### src/rtl/uart_rx_frame_timer_pkg.sv
// Shared types and helpers for the UART RX frame timer: FSM encoding,
// prescale floor, and the frame-length rule.
package uart_rx_timer_pkg;

  typedef enum logic [1:0] {
    IDLE  = 2'd0,
    COUNT = 2'd1,
    DONE  = 2'd2
  } state_e;

  localparam int MIN_PRESCALE = 4;

  // start + data + optional parity + stop + optional second stop
  function automatic int unsigned frame_len(input logic par_en, input logic stop2,
                                            input int unsigned data_w);
    return 32'd2 + data_w + {31'd0, par_en} + {31'd0, stop2};
  endfunction

endpackage

### src/rtl/uart_rx_frame_timer_if.sv
// Control/status bundle between the RX FSM (master) and the frame timer (slave).
interface uart_rx_frame_timer_if #(
  parameter int PRESC_W = 6,
  parameter int DATA_W  = 8
);
  localparam int BIT_W = $clog2(DATA_W + 5);

  logic [PRESC_W-1:0] prescale;
  logic               par_en;
  logic               stop2;
  logic               enable;
  logic               restart;
  logic [PRESC_W-1:0] edge_cnt;
  logic [BIT_W-1:0]   bit_cnt;
  logic               sample_en;
  logic               bit_tick;
  logic               frame_done;
  logic               busy;

  modport master (
    output prescale, par_en, stop2, enable, restart,
    input  edge_cnt, bit_cnt, sample_en, bit_tick, frame_done, busy
  );

  modport slave (
    input  prescale, par_en, stop2, enable, restart,
    output edge_cnt, bit_cnt, sample_en, bit_tick, frame_done, busy
  );

endinterface

### src/rtl/uart_rx_frame_timer.sv
// Per-bit oversampling timer for one UART RX frame: edge/bit counters,
// 3-point mid-bit sample window, bit and frame strobes.
module uart_rx_frame_timer
  import uart_rx_timer_pkg::*;
#(
  parameter int PRESC_W = 6,
  parameter int DATA_W  = 8
) (
  input logic             CLK,
  input logic             RST,
  uart_rx_frame_timer_if.slave tif
);
  localparam int BIT_W = $clog2(DATA_W + 5);

  state_e             state, state_n;
  logic [PRESC_W-1:0] edge_cnt, edge_n;
  logic [BIT_W-1:0]   bit_cnt, bit_n;
  logic [PRESC_W-1:0] prescale_q;
  logic [BIT_W-1:0]   frame_len_q;
  logic               capture;

  logic               counting, last_edge, last_bit, in_window;
  logic [PRESC_W-1:0] mid, presc_clamped;

  assign counting  = (state == COUNT);
  assign last_edge = (edge_cnt == prescale_q - PRESC_W'(1));
  assign last_bit  = (bit_cnt == frame_len_q - BIT_W'(1));
  assign mid       = prescale_q >> 1;
  // prescale_q >= 4 keeps mid-1 positive and mid+1 inside PRESC_W bits
  assign in_window = (edge_cnt >= mid - PRESC_W'(1)) && (edge_cnt <= mid + PRESC_W'(1));

  assign presc_clamped = (tif.prescale < PRESC_W'(MIN_PRESCALE)) ?
                         PRESC_W'(MIN_PRESCALE) : tif.prescale;

  // restart cycle is quiet: no strobes while counters are being cleared
  assign tif.bit_tick   = counting & last_edge & ~tif.restart;
  assign tif.frame_done = counting & last_edge & last_bit & ~tif.restart;
  assign tif.sample_en  = counting & in_window & ~tif.restart;
  assign tif.busy       = counting;
  assign tif.edge_cnt   = edge_cnt;
  assign tif.bit_cnt    = bit_cnt;

  always_comb begin
    state_n = state;
    edge_n  = edge_cnt;
    bit_n   = bit_cnt;
    capture = 1'b0;
    if (tif.restart) begin
      edge_n  = '0;
      bit_n   = '0;
      state_n = tif.enable ? COUNT : IDLE;
      capture = tif.enable;
    end else begin
      case (state)
        IDLE: begin
          edge_n = '0;
          bit_n  = '0;
          if (tif.enable) begin
            state_n = COUNT;
            capture = 1'b1;
          end
        end
        COUNT: begin
          if (!tif.enable) begin
            state_n = IDLE;
            edge_n  = '0;
            bit_n   = '0;
          end else if (last_edge) begin
            edge_n = '0;
            if (last_bit) begin
              bit_n   = '0;
              state_n = DONE;
            end else begin
              bit_n = bit_cnt + BIT_W'(1);
            end
          end else begin
            edge_n = edge_cnt + PRESC_W'(1);
          end
        end
        DONE: begin
          edge_n = '0;
          bit_n  = '0;
          if (!tif.enable) state_n = IDLE;
        end
        default: begin
          state_n = IDLE;
          edge_n  = '0;
          bit_n   = '0;
        end
      endcase
    end
  end

  always_ff @(posedge CLK or negedge RST) begin
    if (!RST) begin
      state       <= IDLE;
      edge_cnt    <= '0;
      bit_cnt     <= '0;
      prescale_q  <= '0;
      frame_len_q <= '0;
    end else begin
      state    <= state_n;
      edge_cnt <= edge_n;
      bit_cnt  <= bit_n;
      if (capture) begin
        prescale_q  <= presc_clamped;
        frame_len_q <= BIT_W'(frame_len(tif.par_en, tif.stop2, DATA_W));
      end
    end
  end

endmodule

### src/flat_wrapper.sv
// flat-port wrapper written by rule: the top's interface ports become plain ports
module uart_rx_frame_timer_flat import uart_rx_timer_pkg::*;
#(
  parameter int PRESC_W = 6,
  parameter int DATA_W  = 8
)
  (CLK, RST, tif_prescale, tif_par_en, tif_stop2, tif_enable, tif_restart, tif_edge_cnt, tif_bit_cnt, tif_sample_en, tif_bit_tick, tif_frame_done, tif_busy);
  uart_rx_frame_timer_if #(.PRESC_W(PRESC_W), .DATA_W(DATA_W)) tif_i ();
  input logic CLK;
  input logic RST;
  input wire logic [$bits(tif_i.prescale)-1:0] tif_prescale;
  input wire logic [$bits(tif_i.par_en)-1:0] tif_par_en;
  input wire logic [$bits(tif_i.stop2)-1:0] tif_stop2;
  input wire logic [$bits(tif_i.enable)-1:0] tif_enable;
  input wire logic [$bits(tif_i.restart)-1:0] tif_restart;
  output wire logic [$bits(tif_i.edge_cnt)-1:0] tif_edge_cnt;
  output wire logic [$bits(tif_i.bit_cnt)-1:0] tif_bit_cnt;
  output wire logic [$bits(tif_i.sample_en)-1:0] tif_sample_en;
  output wire logic [$bits(tif_i.bit_tick)-1:0] tif_bit_tick;
  output wire logic [$bits(tif_i.frame_done)-1:0] tif_frame_done;
  output wire logic [$bits(tif_i.busy)-1:0] tif_busy;
  assign tif_i.prescale = tif_prescale;
  assign tif_i.par_en = tif_par_en;
  assign tif_i.stop2 = tif_stop2;
  assign tif_i.enable = tif_enable;
  assign tif_i.restart = tif_restart;
  assign tif_edge_cnt = tif_i.edge_cnt;
  assign tif_bit_cnt = tif_i.bit_cnt;
  assign tif_sample_en = tif_i.sample_en;
  assign tif_bit_tick = tif_i.bit_tick;
  assign tif_frame_done = tif_i.frame_done;
  assign tif_busy = tif_i.busy;
  uart_rx_frame_timer #(.PRESC_W(PRESC_W), .DATA_W(DATA_W)) u_core (.CLK(CLK), .RST(RST), .tif(tif_i));
endmodule
### config.mk
export PLATFORM = sky130hd
export DESIGN_NAME = uart_rx_frame_timer_flat
export DESIGN_NICKNAME = d
export VERILOG_FILES = /design/src/rtl/uart_rx_frame_timer_pkg.sv /design/src/rtl/uart_rx_frame_timer_if.sv /design/src/rtl/uart_rx_frame_timer.sv /design/src/flat_wrapper.sv
export SDC_FILE = /design/constraint.sdc
export NUM_CORES = 1
export LEC_CHECK = 0
export BUFFER_PORTS_ARGS = -buffer_cell sky130_fd_sc_hd__buf_2
export CAP_MARGIN = 40
export CORE_MARGIN = 2
export CORE_UTILIZATION = 50
export CTS_BUF_LIST = sky130_fd_sc_hd__clkbuf_4 sky130_fd_sc_hd__clkbuf_8
export DETAILED_ROUTE_END_ITERATION = 6
export MAX_ROUTING_LAYER = met4
export PLACE_DENSITY_LB_ADDON = 0.15
export SETUP_SLACK_MARGIN = 0.2
export SLEW_MARGIN = 0
export SYNTH_ARGS = -nofsm -noshare
export SYNTH_HDL_FRONTEND = slang
export SYNTH_SLANG_ARGS = --single-unit
export TNS_END_PERCENT = 20
### constraint.sdc
create_clock -name CLK -period 2.45 [get_ports CLK]
set_input_delay 0.245 -clock CLK [delete_from_list [all_inputs] [get_ports CLK]]
set_output_delay 0.245 -clock CLK [all_outputs]
set_load 0.01 [all_outputs]
==> results of run 1 <==
==> power by group <==
part           switching, uW  total (uW)  internal, uW
Combinational            143         298           156
Clock                    110         200          90.6
Sequential              36.2         420           384
==> through the flow <==
step                      total power (uW)   util  hold WS (ns)
after floorplan                        607      -       -0.0506
after global placement                 660  0.590         0.234
after detailed placement               673  0.590         0.243
after CTS                              917  0.634         0.124
after global routing                   976  0.636         0.149
final                                  919  0.636         0.136
==> area by class of cell <==
type / instances / area [um^2] / share of cell area
sequential: 22 / 551 / 0.283
tap: 44 / 55.1 / 0.0283
timing repair buffer: 34 / 203 / 0.104
clock buffer: 4 / 36.3 / 0.0187
inverter: 8 / 30.0 / 0.0155
multi-input combinational: 132 / 1070 / 0.550
==> layer usage <==
metal,share of wire,up-vias,global-route usage
li1,-,654,-
met1,0.42,619,0.263
met2,0.53,27,0.372
met3,0.040,4,0.0256
met4,0.0083,0,0.0745
met5,0,-,-
==> cells in the final DEF, fill, tap and decap left out, types with 4 or more instances in the layout <==
cell type and n:
buf_2 25, nor2_1 11, nand2b_1 4, xnor2_1 18, xor2_1 6, mux2_2 5
a21oi_1 4, buf_4 6, inv_1 5, nor2b_1 5, nand2_1 10, ha_1 14
dfrtp_1 22, o21ai_0 4, nand3_1 10
==> flip-flops by register name (all words and copies together), names as in the netlist <==
signal,flops
u_core.tif.bit_cnt,4
u_core.frame_len_q,4
u_core.prescale_q,6
u_core.state,2
u_core.tif.edge_cnt,6
==> cells by family (layout without fill, tap and decap cells) <==
logic type      Yosys count  count (layout)  share of synthesized area
compound gates           25              25                      0.103
buf+inv                  14              46                     0.0406
flops                    22              22                      0.344
mux                       7               7                     0.0477
simple gates             57              57                      0.185
fa+ha+maj                19              19                      0.149
xor+xnor                 24              24                      0.131
==> how the worst min path moves through the flow <==
stage	startpoint	to	cells past startpoint
after detailed placement	RST	u_core.state[1]	1
final	tif_restart	u_core.state[1]	2
after CTS	tif_restart	u_core.state[1]	2
after global routing	tif_restart	u_core.state[1]	2
after global placement	RST	u_core.state[0]	1
after floorplan	RST	u_core.frame_len_q[0]	0
==> what timing repair did <==
action / 4_1_cts / 5_1_grt
cloned: 0 / 0
endpoints found under the hold margin: 22 / 0
hold buffers: 1 / 0
pin swaps: 12 / 3
gates resized for setup: 15 / 2
buffers inserted: 2 / 0
setup endpoints to repair: 11 / 13
==> flow_summary.yaml, run 1 <==
setup_path:
  ff2ff_path_depth: 8
  cpMaxStageDelayCell: "dfrtp_1"
  rrSetupSlack_ns: 0.20
  crit_path_cell_trace: "inv_2, ha_4, inv_2, ha_4, nor2b_4, o21a_1, o21a_1, o21ai_1, a21oi_1, a211oi_2, buf_2"
  worstPathArrival_ns: 2.30
  r2r-start: "u_core.prescale_q[1]"
  crit_type: "flop to output port"
  cp-start-kind: "flop"
  endpoint: "tif_sample_en"
  critical_path.top_delay_family: "compound AO/OA/AOI/OAI gates"
  end_kind: "output port"
  cpPeakStageDelay_ns: 0.40
  cp_num_cells: 11
  crit_required_ns: 2.20
  crit_start: "u_core.prescale_q[1]"
  path_max_fanout: 4
  reg2reg_to: "u_core.tif.bit_cnt[3]"
  path_buf_inv: 3
place:
  post-place-cells: 237
  dp_slack_ns: 0.145
  dpl_cell_area_um2: 1800
  dp_hpwl_um: 2650
  io_buffers: 25
  gp_congestion: 0.863
timing:
  min_period_ns: 2.55
  setup_viol: 3
  finalCritPeriodShare: 1.04
  maxSlewHeadroom: 0.662
  tns_ns: -0.174
  fmax_mhz: 393
  setup_ws_ns: -0.0953
  clock_skew_ns: 0.00161
  final-max-slew-violation-count: 0
  hold_viol: 0
  rsz0062_at_grt: "true"
  worstMarginPinSlew_ns: 0.504
detailed_routing:
  drt_iter0_drc: 67
  first_pass_iters: 4
  routedWlPerCell_um: 14.4
  routed_wl_um: 3500
  drc: 0
  antenna_left: 0
  avgViaCountPerCell: 5.34
  vias: 1304
floorplanning:
  rows: 20
  die_y_um: 60.6
  dieArea_um2: 3670
  die_x_um: 60.6
  fp.coreArea_um2: 3050
  start_util: 0.524
  io_pins: 26
clock_network:
  worstSkewPairLatency_ns: 0.30
  cts_root_buf: "clkbuf_4"
  clkTransAtPathRegs_ns: 0.12
  htreeDepth: 1
  clock_sinks: 22
  numCtsBuffers: 3
  cts_tree: "done"
  cts_buffer_depth: 2
synthesis:
  async_reset_ff_frac: 1.00
  synthFlopType: "dfrtp_1"
  synth_commonest_cells: "dfrtp_1, ha_1, xnor2_1"
  ys_ff_latch: 22
  synthTopCellsByArea: "dfrtp_1, ha_1, xnor2_1, mux2_2, xor2_1"
  synth_edf_count: 0
  ys_seq_area_frac: 0.344
  synth_area_um2: 1600
  syn_nets: 199
  synthCells: 168
  synth.top_cell.area_share: 0.344
  yosysTopAreaCell: "dfrtp_1"
  synth_cell_type_count: 37
  yosys_warnings: 0
  avgSynthCellArea_um2: 9.53
  synth_most_common_cell: "dfrtp_1"
grt:
  grt_pass1_wl_um: 5820
  grt_pass1_vias: 1311
  grt_use_total: 0.217
  gr-total-overflow: 0
  grt_start_max_net_pins: 23
  antenna_found_initial: 0
flow_run:
  maxCapViolCount: 0
power_and_ir_drop:
  peakVddDrop_v: 0.000312
  p_per_area_nw_per_um2: 473
  p_leak_uw: 0.000902
finish:
  drive_gt1_frac: 0.295
  area_delta_synth_final_pct: 21.4
  fin_nets: 232
  finish.instance_area_um2: 1940
  nFillCells: 258
  stdcell_count: 244
  antenna_cells: 0
outcome:
  violations: "setup timing"
  status: "finished with violations"
min_path:
  hold_path_class: "primary input to flop"
No activity file was read; power rests on OpenSTA's default activity.
==> run 2: changes to the inputs <==
==> constraint.sdc (replaced) <==
create_clock -name CLK -period 2.45 [get_ports CLK]
set_input_delay 0.3675 -clock CLK [delete_from_list [all_inputs] [get_ports CLK]]
set_output_delay 0.3675 -clock CLK [all_outputs]
set_load 0.01 [all_outputs]
==> flow_summary.yaml, run 2 (synthesized netlist as in run 1, its figures left out) <==
grt:
  grt_pass1_vias: 1265
  grt_pass1_wl_um: 5600
  antenna_found_initial: 0
  grt_start_max_net_pins: 23
  grt_use_total: 0.213
  gr-total-overflow: 0
floorplanning:
  rows: 20
  die_y_um: 60.6
  fp.coreArea_um2: 3050
  io_pins: 26
  dieArea_um2: 3670
  die_x_um: 60.6
  start_util: 0.524
timing:
  maxSlewHeadroom: 0.667
  min_period_ns: 2.65
  worstMarginPinSlew_ns: 0.499
  final-max-slew-violation-count: 0
  setup_viol: 3
  whs_ns: 0.0127
  hold_viol: 0
  fmax_mhz: 377
  clock_skew_ns: 0.00415
  setup_ws_ns: -0.204
  finalCritPeriodShare: 1.08
  rsz0062_at_grt: "true"
setup_path:
  crit_required_ns: 2.08
  critical_path.top_delay_family: "compound AO/OA/AOI/OAI gates"
  cp-start-kind: "flop"
  cpPeakStageDelay_ns: 0.43
  cp_num_cells: 11
  path_max_fanout: 4
  path_buf_inv: 3
  crit_type: "flop to output port"
  end_kind: "output port"
  ff2ff_path_depth: 11
  crit_path_cell_trace: "inv_4, ha_4, inv_2, ha_4, nor2b_1, o21a_1, o21a_1, o21ai_1, a21oi_1, a211oi_2, buf_2"
  worstPathArrival_ns: 2.29
  cpMaxStageDelayCell: "dfrtp_1"
place:
  io_buffers: 25
  dpl_cell_area_um2: 1830
  gp_congestion: 0.846
  dp_hpwl_um: 2610
detailed_routing:
  first_pass_iters: 4
  drt_iter0_drc: 43
  routedWlPerCell_um: 14.3
  drc: 0
  antenna_left: 0
  vias: 1317
  routed_wl_um: 3580
  avgViaCountPerCell: 5.25
power_and_ir_drop:
  p_per_area_nw_per_um2: 464
  p_leak_uw: 0.000966
  peakVddDrop_v: 0.000337
finish:
  final_util: 0.673
  antenna_cells: 0
  finish.instance_area_um2: 2050
  area_delta_synth_final_pct: 28.4
  fin_nets: 239
  nFillCells: 237
  final_common_cell: "buf_2"
  largestRegisters: "u_core.prescale_q (6), u_core.tif.edge_cnt (6)"
  mostFrequentLayoutCells: "buf_2, dfrtp_1, xnor2_1"
  drive_gt1_frac: 0.348
clock_network:
  cts_tree: "done"
  worstSkewPairLatency_ns: 0.30
  numCtsBuffers: 3
  htreeDepth: 1
  clkTransAtPathRegs_ns: 0.12
  cts_buffer_depth: 2
  cts_hold_buffers: 0
  clock_sinks: 22
  cts_root_buf: "clkbuf_4"
min_path:
  hold_path_class: "primary input to asynchronous set/reset pin"
flow_run:
  maxCapViolCount: 0
outcome:
  violations: "setup timing"
  status: "finished with violations"
[run 2: changes by cell type in the layout (fill, tap and decap cells not counted), sizes merged]
cell	previous run	this run
dlygate4sd3	1	0
buf	33	41
[run 2: repair_timing]
item / CTS / global route
gates cloned: 0 / 0
setup buffers: 3 / 5
setup endpoints to repair: 4 / 14
pin swaps: 3 / 11
gates resized for setup: 5 / 21
[run 2: area by class of cell]
| type | instances | area, um^2 | share of cell area |
|---|---|---|---|
| Clock buffer | 4 | 36.3 | 0.0177 |
| Timing Repair Buffer | 41 | 260 | 0.127 |
| Inverter | 8 | 32.5 | 0.0158 |
| Multi-Input combinational cell | 132 | 1120 | 0.544 |
| Tap cell | 44 | 55.1 | 0.0268 |
| Sequential cell | 22 | 552 | 0.269 |
[run 2: through the flow]
stage / cells / setup TNS (ns) / setup slack [ns] / total power [uW]
2_1_floorplan: 168 / 0 / 0.177 / 614
3_3_place_gp: 239 / 0 / 0.160 / 663
3_5_place_dp: 239 / 0 / 0.0975 / 676
4_1_cts: 246 / -0.652 / -0.238 / 899
5_1_grt: 251 / -0.856 / -0.317 / 1010
6_report: 251 / -0.509 / -0.204 / 954
[run 2: path summary, 6_finish.rpt]
path | startpoint | to | slack [ns]
setup / recovery | u_core.prescale_q[1] | tif_sample_en | -0.20
hold / removal | RST | u_core.frame_len_q[2] | 0.01
setup reg to reg | u_core.prescale_q[1] | u_core.state[0] | 0.21
hold reg to reg | u_core.frame_len_q[3] | u_core.frame_len_q[3] | 0.52
max in group asynchronous | RST | u_core.prescale_q[3] | 2.08
min in group CLK | tif_restart | u_core.state[1] | 0.25
[run 2: per-layer routing]
metal  routed length [um]  vias to the layer above  global-route usage  share of wire
met2                 1840                       18               0.358           0.51
met1                 1620                      628               0.260           0.45
met5                    0                        -                   -              0
met3                   64                        6              0.0299          0.018
li1                     -                      665                   -              -
met4                   55                        0              0.0745          0.015
[run 2: where the power goes]
| part | switching (uW) | internal [uW] | leakage (uW) |
|---|---|---|---|
| Combinational | 158 | 178 | 0.000666 |
| Clock | 105 | 90.6 | 0.0000210 |
| Sequential | 37.6 | 384 | 0.000280 |
| Total | 301 | 653 | 0.000966 |
==> run 3: changes to the inputs <==
- ABC_AREA: not set -> 1
- CAP_MARGIN: 40 -> not set
==> flow_summary.yaml, run 3 <==
place:
  gp_congestion: 0.859
  post-place-cells: 312
  dp_hpwl_um: 2930
  io_buffers: 25
power_and_ir_drop:
  peakVddDrop_v: 0.000321
  p_seq_frac: 0.377
  power_frac_comb: 0.374
  p_int_uw: 729
  p_leak_uw: 0.00113
  p_per_area_nw_per_um2: 531
  net-switching-power_uw: 392
  clkPwrFrac: 0.249
  sw_frac_of_total: 0.350
finish:
  multi_input_area_um2: 1100
  antenna_cells: 0
  nFillCells: 323
  final_common_cell: "nand2_1"
  fin_nets: 307
  drive_gt1_frac: 0.240
  mostFrequentLayoutCells: "nand2_1, inv_1, buf_2"
  largestRegisters: "u_core.prescale_q (6), u_core.tif.edge_cnt (6)"
  area_delta_synth_final_pct: 18.0
  regArea_um2: 552
  stdcell_count: 321
timing:
  rsz0062_at_grt: "true"
  maxSlewHeadroom: 0.640
  setup_viol: 2
  worstMarginPinSlew_ns: 0.538
  whs_ns: -0.00355
  finalCritPeriodShare: 1.06
  hold_viol: 7
  setup_ws_ns: -0.157
  fmax_mhz: 384
  clock_skew_ns: 0.00411
  final-max-slew-violation-count: 0
  min_period_ns: 2.61
synthesis:
  async_reset_ff_frac: 1.00
  synth_adder_area_share: 0.133
  synth-xor-area-share: 0.0833
  synth_compound_area_frac: 0.0791
  synth-simple-area-share: 0.297
  synthFlopType: "dfrtp_1"
  synth_most_common_cell: "nand2_1"
  synth_area_um2: 1790
  ys_ff_latch: 22
  avgSynthCellArea_um2: 7.42
  muxShareOfSynthArea: 0
  synth_edf_count: 0
  synthCells: 241
  synthTopCellsByArea: "dfrtp_1, ha_1, nand2_1, inv_1, nor2_1"
  synth_commonest_cells: "nand2_1, inv_1, nor2_1"
  synth_top_family_by_area: "simple AND/OR/NAND/NOR gates"
  ys_seq_area_frac: 0.308
  synth_cell_type_count: 32
  yosysTopAreaCell: "dfrtp_1"
  synth.top_cell.area_share: 0.308
  syn_nets: 272
  yosys_warnings: 0
setup_path:
  ff2ff_path_depth: 15
  worstPathArrival_ns: 2.24
  cp-start-kind: "flop"
  rrSetupSlack_ns: 0.58
  end_kind: "output port"
  crit_type: "flop to output port"
  crit_required_ns: 2.08
  path_max_fanout: 3
  r2r-start: "u_core.prescale_q[1]"
  reg2reg_to: "u_core.state[0]"
clock_network:
  cts_root_buf: "clkbuf_4"
  worstSkewPairLatency_ns: 0.31
  clock_sinks: 22
  numCtsBuffers: 3
  cts_tree: "done"
  htreeDepth: 1
  cts_hold_buffers: 0
  clkTransAtPathRegs_ns: 0.12
  cts_buffer_depth: 2
flow_run:
  maxCapViolCount: 0
grt:
  grt_pass1_wl_um: 6730
  grt_pass1_vias: 1485
  grt_use_total: 0.215
  antenna_found_initial: 0
  gr-total-overflow: 0
  grt_start_max_net_pins: 23
floorplanning:
  die_x_um: 63.8
  rows: 21
  io_pins: 26
  start_util: 0.528
  fp.coreArea_um2: 3390
  die_y_um: 63.8
  dieArea_um2: 4070
detailed_routing:
  vias: 1547
  routedWlPerCell_um: 11.8
  antenna_left: 0
  routed_wl_um: 3800
  avgViaCountPerCell: 4.82
  drt_iter0_drc: 89
  drc: 0
  first_pass_iters: 4
min_path:
  hold_path_class: "primary input to asynchronous set/reset pin"
outcome:
  status: "finished with violations"
  violations: "hold timing, setup timing"
run 3: how the worst max path moves through the flow:
stage / cells after the start / startpoint / to
after global routing: 13 / u_core.prescale_q[2] / tif_sample_en
final: 13 / u_core.prescale_q[2] / tif_sample_en
after global placement: 13 / u_core.prescale_q[1] / tif_sample_en
after floorplan: 12 / u_core.prescale_q[1] / tif_sample_en
after CTS: 13 / u_core.prescale_q[1] / tif_sample_en
after detailed placement: 13 / u_core.prescale_q[1] / tif_sample_en
run 3: critical path: stages, from the launching register on:
cell,delay [ns]
dfrtp_1,0.43
inv_2,0.11
ha_4,0.15
inv_2,0.04
nor3_4,0.20
xor2_1,0.18
ha_1,0.26
nand2_2,0.07
inv_2,0.04
o211ai_1,0.07
o2111ai_1,0.13
nand2_1,0.09
nor2_1,0.04
buf_2,0.13
run 3: layout make-up:
| cell class | instances | area share |
|---|---|---|
| clock buffer | 3 | 0.0107 |
| clock inverter | 1 | 0.0142 |
| inverter | 40 | 0.0747 |
| multi-input combinational | 176 | 0.524 |
| sequential | 22 | 0.262 |
| tap | 46 | 0.0273 |
| timing repair buffer | 33 | 0.0878 |
run 3: power groups by stage:
stage | Sequential, uW | Clock, uW | Combinational [uW]
after detailed placement | 431 | 0 | 371
after CTS | 423 | 289 | 388
after global placement | 429 | 0 | 368
final | 423 | 279 | 419
after global routing | 428 | 302 | 487
after floorplan | 415 | 0 | 299
run 3: what timing repair did:
item                                    4_1_cts  5_1_grt
buffers inserted                              3        2
gates resized for setup                       5        9
endpoints found under the hold margin         0        0
endpoints found under the setup margin        3        3
pin swaps                                     1        9
run 3: metal layers:
metal  GRT usage  wire, um  vias up
met3      0.0370       185        2
met4      0.0326        15        0
li1            -         -      826
met2       0.326      1690       40
met1       0.307      1910      679
met5           -         0        -
run 3: cells by family after synthesis:
group                    after synthesis
buffers and inverters                 43
AO/OA/AOI/OAI                         24
AND/OR/NAND/NOR                      116
XOR/XNOR                              17
adder cells (fa/ha/maj)               19
flip-flops                            22
run 3: stage by stage:
| stage | total power (uW) | setup TNS (ns) | area, um^2 | utilization | setup WS, ns |
|---|---|---|---|---|---|
| 2_1_floorplan | 714 | 0 | 1790 | - | 0.280 |
| 3_3_place_gp | 797 | 0 | 1970 | 0.581 | 0.222 |
| 3_5_place_dp | 802 | 0 | 1970 | 0.581 | 0.146 |
| 4_1_cts | 1100 | -0.204 | 2050 | 0.605 | -0.130 |
| 5_1_grt | 1220 | -0.764 | 2110 | 0.622 | -0.356 |
| 6_report | 1120 | -0.181 | 2110 | 0.622 | -0.157 |
